**src/rtl/hps_tile_reader.sv**
```systemverilog
// Purpose: HPS tile responder; fetches TILE_N consecutive frame words at (row, col) into a flat tile register.
// Latency: 1 cycle address setup, then TILE_N+1 cycles minimum (GNT=1, 1-cycle data) to DONE; start/done 4-phase.
// Backpressure: requests stall while iMEM_GNT is low; responses accepted whenever iMEM_VALID in FETCH.
// Build option: define HPS_TILE_CLAMP_EN to clamp column overflow to the last pixel instead of erroring.
module hps_tile_reader #(
    parameter int ADDR_W    = 22,
    parameter int DATA_W    = 16,
    parameter int IMG_W     = 640,
    parameter int IMG_H     = 480,
    parameter int TILE_N    = 16,
    parameter int BASE_ADDR = 0
) (
    input  logic                     iCLK,
    input  logic                     iRST_N,
    input  logic                     iSTART,
    input  logic [9:0]               iROW,
    input  logic [9:0]               iCOL,
    output logic                     oMEM_REQ,
    output logic [ADDR_W-1:0]        oMEM_ADDR,
    input  logic                     iMEM_GNT,
    input  logic                     iMEM_VALID,
    input  logic [DATA_W-1:0]        iMEM_DATA,
    output logic [TILE_N*DATA_W-1:0] oTILE,
    output logic                     oBUSY,
    output logic                     oDONE,
    output logic                     oERR,
    output logic [1:0]               oSTATE
);

    localparam int CNT_W = 5;
    localparam logic [CNT_W-1:0] TILE_CNT  = CNT_W'(TILE_N);
    localparam logic [CNT_W-1:0] TILE_LAST = CNT_W'(TILE_N - 1);

    typedef enum logic [1:0] {
        S_IDLE  = 2'd0,
        S_FETCH = 2'd1,
        S_DONE  = 2'd2,
        S_ERR   = 2'd3
    } state_t;

    state_t                   state, state_nxt;
    logic [ADDR_W-1:0]        row_addr;
    logic [9:0]               col_r;
    logic [CNT_W-1:0]         req_cnt;
    logic [CNT_W-1:0]         rsp_cnt;
    logic [TILE_N*DATA_W-1:0] tile;

    logic [31:0]       row_ext, col_ext, col_k, col_eff;
    logic              row_bad, col_bad, start_err, start_ok;
    logic              mem_req, rsp_take;
    logic [ADDR_W-1:0] mem_addr;

    assign row_ext = {22'd0, iROW};
    assign col_ext = {22'd0, iCOL};
    assign row_bad = row_ext >= 32'(IMG_H);
    assign col_bad = (col_ext + 32'(TILE_N)) > 32'(IMG_W);

`ifdef HPS_TILE_CLAMP_EN
    assign start_err = row_bad;
`else
    assign start_err = row_bad | col_bad;
`endif

    assign start_ok = (state == S_IDLE) && iSTART && !start_err;

    // Column of the current request; with clamping, overflow repeats the last pixel of the line.
    assign col_k = {22'd0, col_r} + {27'd0, req_cnt};
`ifdef HPS_TILE_CLAMP_EN
    assign col_eff = (col_k > 32'(IMG_W - 1)) ? 32'(IMG_W - 1) : col_k;
`else
    assign col_eff = col_k;
`endif

    assign mem_addr = row_addr + col_eff[ADDR_W-1:0];
    assign mem_req  = (state == S_FETCH) && (req_cnt < TILE_CNT);
    assign rsp_take = (state == S_FETCH) && iMEM_VALID && (rsp_cnt < TILE_CNT);

    assign oMEM_REQ  = mem_req;
    assign oMEM_ADDR = mem_req ? mem_addr : '0;
    assign oTILE     = tile;
    assign oBUSY     = (state == S_FETCH);
    assign oDONE     = (state == S_DONE);
    assign oERR      = (state == S_ERR);
    assign oSTATE    = state;

    // State register.
    always_ff @(posedge iCLK or negedge iRST_N) begin
        if (!iRST_N) state <= S_IDLE;
        else         state <= state_nxt;
    end

    // Next-state: start request, completion on the last response, release on start low.
    always_comb begin
        state_nxt = state;
        case (state)
            S_IDLE:  if (iSTART) state_nxt = start_err ? S_ERR : S_FETCH;
            S_FETCH: if (rsp_take && rsp_cnt == TILE_LAST) state_nxt = S_DONE;
            S_DONE:  if (!iSTART) state_nxt = S_IDLE;
            S_ERR:   if (!iSTART) state_nxt = S_IDLE;
            default: state_nxt = S_IDLE;
        endcase
    end

    // Latch the registered row base and column on start; count grants and responses during the fetch.
    always_ff @(posedge iCLK or negedge iRST_N) begin
        if (!iRST_N) begin
            row_addr <= '0;
            col_r    <= '0;
            req_cnt  <= '0;
            rsp_cnt  <= '0;
        end else if (start_ok) begin
            row_addr <= ADDR_W'(BASE_ADDR) + ADDR_W'(row_ext * 32'(IMG_W));
            col_r    <= iCOL;
            req_cnt  <= '0;
            rsp_cnt  <= '0;
        end else begin
            if (mem_req && iMEM_GNT) req_cnt <= req_cnt + 1'b1;
            if (rsp_take)            rsp_cnt <= rsp_cnt + 1'b1;
        end
    end

    // Write each in-order response into its slot; untouched slots keep their previous data.
    always_ff @(posedge iCLK or negedge iRST_N) begin
        if (!iRST_N) begin
            tile <= '0;
        end else if (rsp_take) begin
            for (int k = 0; k < TILE_N; k++) begin
                if (rsp_cnt == CNT_W'(k)) tile[k*DATA_W +: DATA_W] <= iMEM_DATA;
            end
        end
    end

endmodule

```
**config.mk**
```make
export PLATFORM = sky130hd
export DESIGN_NAME = hps_tile_reader
export DESIGN_NICKNAME = d
export VERILOG_FILES = /design/src/rtl/hps_tile_reader.sv
export SDC_FILE = /design/constraint.sdc
export NUM_CORES = 1
export LEC_CHECK = 0
export CORE_MARGIN = 3
export CORE_UTILIZATION = 53
export CTS_BUF_LIST = sky130_fd_sc_hd__clkbuf_16
export CTS_CLUSTER_SIZE = 14
export DETAILED_ROUTE_END_ITERATION = 10
export GPL_ROUTABILITY_DRIVEN = 1
export GPL_TIMING_DRIVEN = 0
export PLACE_DENSITY = 0.86
export SLEW_MARGIN = 20
export SYNTH_ARGS = -nofsm -noshare
export SYNTH_HDL_FRONTEND = slang
export SYNTH_SLANG_ARGS = --single-unit
```
**constraint.sdc**
```tcl
create_clock -name iCLK -period 7.05 [get_ports iCLK]
set_input_delay 1.41 -clock iCLK [delete_from_list [all_inputs] [get_ports iCLK]]
set_output_delay 1.41 -clock iCLK [all_outputs]
set_load 0.005 [all_outputs]
```
==> summary.md, run 1 <==
| Metric | Value |
|---|---|
| Final Wtd Congestion | 0.871 |
| Part of the cycle the worst path needs | 69.1% |
| Fmax | 205 MHz |
| Leakage power | 8.00 nW |
| Register area share after synthesis | 58.7% |
| Cts hold-fix bufs | 0 |
| Syn Std Cell Area | 12400 um^2 |
| CP required | 5.64 ns |
| Final worst path period need | 4.87 ns |
| #FFs+latches synth | 291 |
| Vias | 8513 |
| I/O pin count | 325 |
| Largest net degree at the start of global routing | 81 |
| Postcts setup bufs | 0 |
| Synth-to-Final Area Change | 38.5% |
| Setup violators final | 0 |
| Root Buffer | clkbuf_16 |
| CTS resizes | 0 |
| Die H | 159 um |
| Total Power | 7.23 mW |
| Post-Layout Inst Area | 17200 um^2 |
| Routed wire per std cell | 22.0 um |
| Die Width | 159 um |
| Worst path slowest cell | a31oi_1 |
| Kind of critical path | flip-flop to output pin |
| Num Clock Sinks | 291 |
| CP Data Arrival Time | 3.46 ns |
| Clock transition at the registers of the reported paths | 0.06 ns |
| Status | complete, no violations |
| IO Port Bufs | 323 |
| Power Dens Cells | 421 nW/um^2 |
| Fillers | 1450 |
| Worst-margin pin slew | 0.700 ns |
| Slowest stage delay, CP | 0.63 ns |
| Clock Latency Late Sink | 0.54 ns |
| Initial Utilization | 54.3% |
| Critical path endpoint category | output pin |
| GRT Util Overall | 26.9% |
| Worst Skew | 0.0118 ns |
| Vias in the first global route | 8838 |
| Main flop type after synthesis | dfrtp_1 |
| Net count after synthesis | 937 |
| CTS max path bufs | 3 |
| Total CTS buffers | 30 |
| Setup TNS | 0 ns |
| CP delay by family, top | compound AO/OA/AOI/OAI gates |
| Final nets | 1295 |
| Post-synth ARST share | 100% |
| Max-cap violations | 0 |
| Max Slew Vio Count | 0 |
| CP bufs+invs | 1 |
| Final WL | 34400 um |
| Worst min path class | flip-flop to flip-flop |
| Final Hold Viols | 0 |
| Area post-placement | 16100 um^2 |
| Residual DRC | 0 |
| Peak VDD IR | 0.273 mV |
| First-pass GRT wire length | 53500 um |
| Critical Path Source Type | flip-flop |
| DRT antenna net count | 0 |
| Antenna violations before repair | 2 |
| Rel. slew slack | 53.1% |
| Synth warn | 0 |
| Full die area | 25300 um^2 |
| Vias/cell | 5.45 |
| Ratio of cells with drive above 1 in the final layout | 30.1% |
| CTS H-Tree Depth | 1 |
| Avg Synthesized Cell Area | 14.4 um^2 |
| GRT Residual Overflow | 0 |
| Detailed Route Iter0 Violations | 436 |
| CP cell instances | ha_1 -> a211oi_1 -> o21ai_0 -> a31oi_1 -> o21ai_0 -> a21oi_1 -> clkdlybuf4s50_1 |
| Standard-cell rows | 55 |
| RSZ-0062 raised after global routing | no |
| Detailed Routing Iterations Pass 1 | 4 |
| Core Box Area | 22800 um^2 |
| Cell mode on critical path | o21ai_0 |
| Worst-path maximum fanout | 9 |
| Post-detail-place hpwl | 25200 um |
| Post-synth EDFFs | 0 |
| Count of different cell masters after synthesis | 52 |
| Mapped Cells | 864 |
| CTS tree | built |
## final timing paths
check	start	end	slack (ns)	depth (start not counted)
worst max-delay path	req_cnt[0]	oMEM_ADDR[19]	2.18	7
worst min register to register	oTILE[47]	oTILE[47]	0.50	1
max in group asynchronous	iRST_N	oTILE[178]	5.11	3
min in group asynchronous	iRST_N	oTILE[62]	0.82	1
worst max register to register	rsp_cnt[0]	oTILE[252]	4.68	6
worst min-delay path	oTILE[47]	oTILE[47]	0.50	1
## logic make-up (layout without fill, tap and decap cells)
| kind of cell | count (synthesis) | in the layout | share of synthesized area, % |
|---|---|---|---|
| buf+inv | 62 | 444 | 2.63 |
| simple gates | 121 | 121 | 5.63 |
| other cells | 1 | 3 | 0.0302 |
| mux | 276 | 276 | 25.3 |
| flops | 291 | 291 | 58.7 |
| fa+ha+maj | 32 | 32 | 3.35 |
| xor+xnor | 15 | 15 | 1.06 |
| compound gates | 66 | 66 | 3.26 |
## layout by cell type (no fill, tap or decap), drive strengths merged, types with 2 or more instances in the layout
cell type / netlist / final
a21boi: 2 / 2
a211oi: 5 / 5
nand3: 12 / 12
nand4: 8 / 8
o21bai: 2 / 2
clkdlybuf4s50: 0 / 322
nor3b: 3 / 3
a21oi: 17 / 17
a21o: 4 / 4
clkinv: 0 / 16
inv: 13 / 16
xor2: 9 / 9
or3: 5 / 5
xnor2: 6 / 6
diode: 0 / 2
mux2i: 2 / 2
o21a: 3 / 3
a31oi: 3 / 3
dfrtp: 291 / 291
mux2: 274 / 274
bufinv: 0 / 6
fa: 2 / 2
o21ai: 21 / 21
clkbuf: 19 / 50
a211o: 3 / 3
and3: 4 / 4
o211ai: 3 / 3
and2: 7 / 7
nand2b: 4 / 4
nor2b: 9 / 9
nor2: 34 / 34
nand2: 26 / 26
ha: 30 / 30
buf: 30 / 34
and2b: 2 / 2
nor3: 3 / 3
## final cells by class
| class | instances | area, um^2 | share of cell area [%] |
|---|---|---|---|
| sequential | 291 | 7280 | 42.4 |
| timing repair buffer | 326 | 3320 | 19.3 |
| inverter | 13 | 48.8 | 0.284 |
| clock buffer | 31 | 776 | 4.51 |
| tap | 313 | 392 | 2.28 |
| antenna | 2 | 5.00 | 0.0291 |
| buffer | 49 | 278 | 1.62 |
| clock inverter | 25 | 285 | 1.66 |
| multi-input combinational | 511 | 4800 | 27.9 |
## Yosys cell counts (3+ instances only)
cell type / count / share of area [%]
dfrtp_1: 291 / 59
or3_1: 5 / 0.25
nor2b_1: 9 / 0.45
a211o_1: 3 / 0.21
nand3_2: 5 / 0.40
and3_1: 4 / 0.20
and2_1: 6 / 0.30
a211oi_1: 5 / 0.30
mux2_2: 261 / 24
a21o_1: 4 / 0.24
buf_4: 5 / 0.30
nand2_4: 3 / 0.27
nor2_1: 32 / 0.97
nor3_1: 3 / 0.12
o21ai_0: 20 / 0.81
mux2_1: 3 / 0.27
xor2_1: 9 / 0.64
o21a_1: 3 / 0.18
a31oi_1: 3 / 0.15
o211ai_1: 3 / 0.18
nand3_1: 6 / 0.24
nand2_1: 17 / 0.51
nand2_2: 6 / 0.30
clkbuf_1: 19 / 0.57
nand4_1: 8 / 0.40
buf_2: 18 / 0.73
ha_1: 30 / 3.0
a21oi_1: 17 / 0.69
buf_6: 7 / 0.64
xnor2_1: 6 / 0.42
inv_1: 13 / 0.39
nand2b_1: 4 / 0.20
mux2_4: 10 / 1.2
nor3b_1: 3 / 0.18
## registers in the layout, indices dropped and copies added (netlist names)
| register | count |
|---|---|
| rsp_cnt | 5 |
| row_addr | 13 |
| col_r | 10 |
| oSTATE | 2 |
| req_cnt | 5 |
| oTILE | 256 |
## power by group
group          leakage, nW  internal [mW]  total (mW)  switching (mW)
combinational         3.65           1.79        2.83            1.04
sequential            3.82           2.32        2.72           0.404
clock                0.536           1.02        1.68           0.660
total                 8.00           5.13        7.23            2.11
## worst register-to-register path: stages, from the launching register on
cell and delay (ns):
dfrtp_1 0.43, ha_1 0.30, and3_1 0.22, ha_1 0.17, nand2_1 0.37, buf_2 0.37, mux2_2 0.38
## layer usage
layer | up-vias | part of all wire [%] | track usage [%] | wire length, um
met1 | 4360 | 38 | 32.9 | 13200
met4 | 0 | 4.3 | 10.5 | 1480
met2 | 300 | 51 | 47.1 | 17600
met5 | - | 0 | 0 | 0
li1 | 3784 | - | - | -
met3 | 69 | 6.1 | 5.49 | 2100
## per-stage QoR
| stage | hold WS, ns | cells | util, % | setup WS (ns) |
|---|---|---|---|---|
| finish | 0.503 | 1561 | 75.2 | 2.18 |
| global route | 0.507 | 1561 | 75.2 | 1.91 |
| CTS | 0.506 | 1559 | 75.2 | 2.18 |
| detailed placement | 0.492 | 1503 | 70.5 | 2.83 |
| global placement | 0.475 | 1500 | 70.2 | -7.73 |
| floorplan | 0.484 | 864 | - | 3.69 |
No activity file was read; power rests on OpenSTA's default activity.
==> run 2, diff against run 1 <==
--- a/config.mk
+++ b/config.mk
@@ -6,13 +6,13 @@
 export NUM_CORES = 1
 export LEC_CHECK = 0
 export CORE_MARGIN = 3
-export CORE_UTILIZATION = 53
+export CORE_UTILIZATION = 44
 export CTS_BUF_LIST = sky130_fd_sc_hd__clkbuf_16
 export CTS_CLUSTER_SIZE = 14
 export DETAILED_ROUTE_END_ITERATION = 10
 export GPL_ROUTABILITY_DRIVEN = 1
 export GPL_TIMING_DRIVEN = 0
-export PLACE_DENSITY = 0.86
+export PLACE_DENSITY = 0.76
 export SLEW_MARGIN = 20
 export SYNTH_ARGS = -nofsm -noshare
 export SYNTH_HDL_FRONTEND = slang
==> constraint.sdc (replaced) <==
create_clock -name iCLK -period 4.3 [get_ports iCLK]
set_input_delay 0.86 -clock iCLK [delete_from_list [all_inputs] [get_ports iCLK]]
set_output_delay 0.86 -clock iCLK [all_outputs]
set_load 0.005 [all_outputs]
==> run 2 against run 1 <==
Design area shrank 0.15%. Cell count grew 3.7%. Highest routed layer unchanged. Hold slack lost 0.23 ns. Via count shrank 1.7%. Critical endpoint is now oMEM_ADDR[17]. Clock skew shrank 0.0021 ns. Non-clock buffer count is the same. Register-to-register slack lost 2.8 ns. Critical path type unchanged. Global-route usage shrank 5.6 points. Worst setup slack lost 2.0 ns. Die area grew 20%. Wire length shrank 4.1%. Clock-buffer cell count is the same.
==> summary.md, run 2 (synthesized netlist as in run 1, its figures left out) <==
| Metric | Value |
|---|---|
| Status | complete, no violations |
| RSZ-0062 raised after global routing | no |
| First-pass GRT wire length | 51000 um |
| Area post-placement | 16200 um^2 |
| Root Buffer | clkbuf_16 |
| Max-cap violations | 0 |
| Initial Utilization | 45.4% |
| Detailed Routing Iterations Pass 1 | 4 |
| Post-detail-place hpwl | 25200 um |
| Placed Cells | 1562 |
| CP Data Arrival Time | 3.23 ns |
| Commonest non-fill, non-tap cell in the layout | clkdlybuf4s50_1 |
| Post-layout util | 62.8% |
| CTS max path bufs | 3 |
| Kind of critical path | flip-flop to output pin |
| CP required | 3.44 ns |
| Leakage power | 7.95 nW |
| Setup ws final | 0.210 ns |
| Critical path origin | req_cnt[1] |
| Critical R2R Launch | rsp_cnt[0] |
| Synth-to-Final Area Change | 38.3% |
| Worst Skew | 0.00967 ns |
| Worst-path maximum fanout | 9 |
| Final worst path period need | 4.09 ns |
| Setup TNS | 0 ns |
| Final Hold Viols | 0 |
| Place WS | 0.637 ns |
| Detailed Route Iter0 Violations | 408 |
| Worst-margin pin slew | 0.698 ns |
| Cts hold-fix bufs | 0 |
| Critical Path Source Type | flip-flop |
| Total Power | 11.5 mW |
| Ratio of cells with drive above 1 in the final layout | 29.8% |
| GRT Util Overall | 21.3% |
| DRT antenna net count | 0 |
| Antenna cells | 0 |
| Worst-case reg-to-reg path depth | 6 |
| Vias | 8367 |
| GRT Residual Overflow | 0 |
| Max Slew Vio Count | 0 |
| Rel. slew slack | 53.0% |
| I/O pin count | 325 |
| Highest-count cells in the layout ignoring fill and taps | clkdlybuf4s50_1, dfrtp_1, mux2_2, nor2_1, clkbuf_16 |
| Core Box Area | 27300 um^2 |
| Post-Layout Inst Area | 17200 um^2 |
| IO Port Bufs | 323 |
| Final nets | 1296 |
| Die Width | 174 um |
| Vias in the first global route | 8482 |
| Fmax | 244 MHz |
| Final WL | 33000 um |
| Standard-cell rows | 60 |
| Clock Latency Late Sink | 0.54 ns |
| Critical path endpoint category | output pin |
| CTS H-Tree Depth | 1 |
| Worst min path class | primary input to asynchronous set/reset pin |
| Setup violators final | 0 |
| Residual DRC | 0 |
| Hold WS | 0.274 ns |
| Max reg flops | 256 |
| Routed wire per std cell | 20.4 um |
| Vias/cell | 5.17 |
| Full die area | 30200 um^2 |
| Final Wtd Congestion | 0.831 |
| Die H | 174 um |
| Total CTS buffers | 31 |
| Clock transition at the registers of the reported paths | 0.06 ns |
| Largest net degree at the start of global routing | 88 |
| CTS tree | built |
| Part of the cycle the worst path needs | 95.1% |
| Post-route insts no fill | 1619 |
| Num Clock Sinks | 291 |
| Power Dens Cells | 672 nW/um^2 |
| Antenna violations before repair | 0 |
| Peak VDD IR | 0.374 mV |
run 2: layout make-up:
class,count,area (um^2)
timing repair buffer,326,3320
fill,2125,10200
inverter,13,48.8
tap,372,465
multi-input combinational,511,4800
clock buffer,31,776
buffer,49,278
sequential,291,7280
clock inverter,26,183
run 2: path summary, 6_finish.rpt:
kind | to | slack (ns)
max | oMEM_ADDR[17] | 0.21
min | oTILE[44] | 0.27
max reg2reg | oTILE[254] | 1.89
min reg2reg | oTILE[70] | 0.50
max in group asynchronous | oTILE[100] | 2.94
min in group iCLK | oTILE[70] | 0.50
run 2: what timing repair did:
action / CTS / global route
buffers inserted: 0 / 0
setup endpoints to repair: 0 / 10
gates resized for setup: 0 / 4
run 2: critical path, stage by stage, from the launching register on:
cell and delay (ns):
dfrtp_1 0.41, ha_1 0.31, a211oi_1 0.45, o21ai_0 0.24, a31oi_2 0.43, o21ai_0 0.16
a21oi_1 0.16, clkdlybuf4s50_1 0.53
run 2: routing by layer:
metal | global-route usage, % | wire (um) | vias to the layer above
met5 | 0 | 0 | -
met4 | 6.47 | 1030 | 0
met3 | 4.33 | 2020 | 53
met2 | 36.6 | 16100 | 261
met1 | 27.3 | 13900 | 4261
li1 | - | - | 3792
run 2: report_power, final:
| group | total (mW) | internal, mW | switching, mW |
|---|---|---|---|
| combinational | 4.62 | 2.94 | 1.68 |
| clock | 2.49 | 1.43 | 1.06 |
| sequential | 4.42 | 3.80 | 0.622 |
| total | 11.5 | 8.17 | 3.37 |
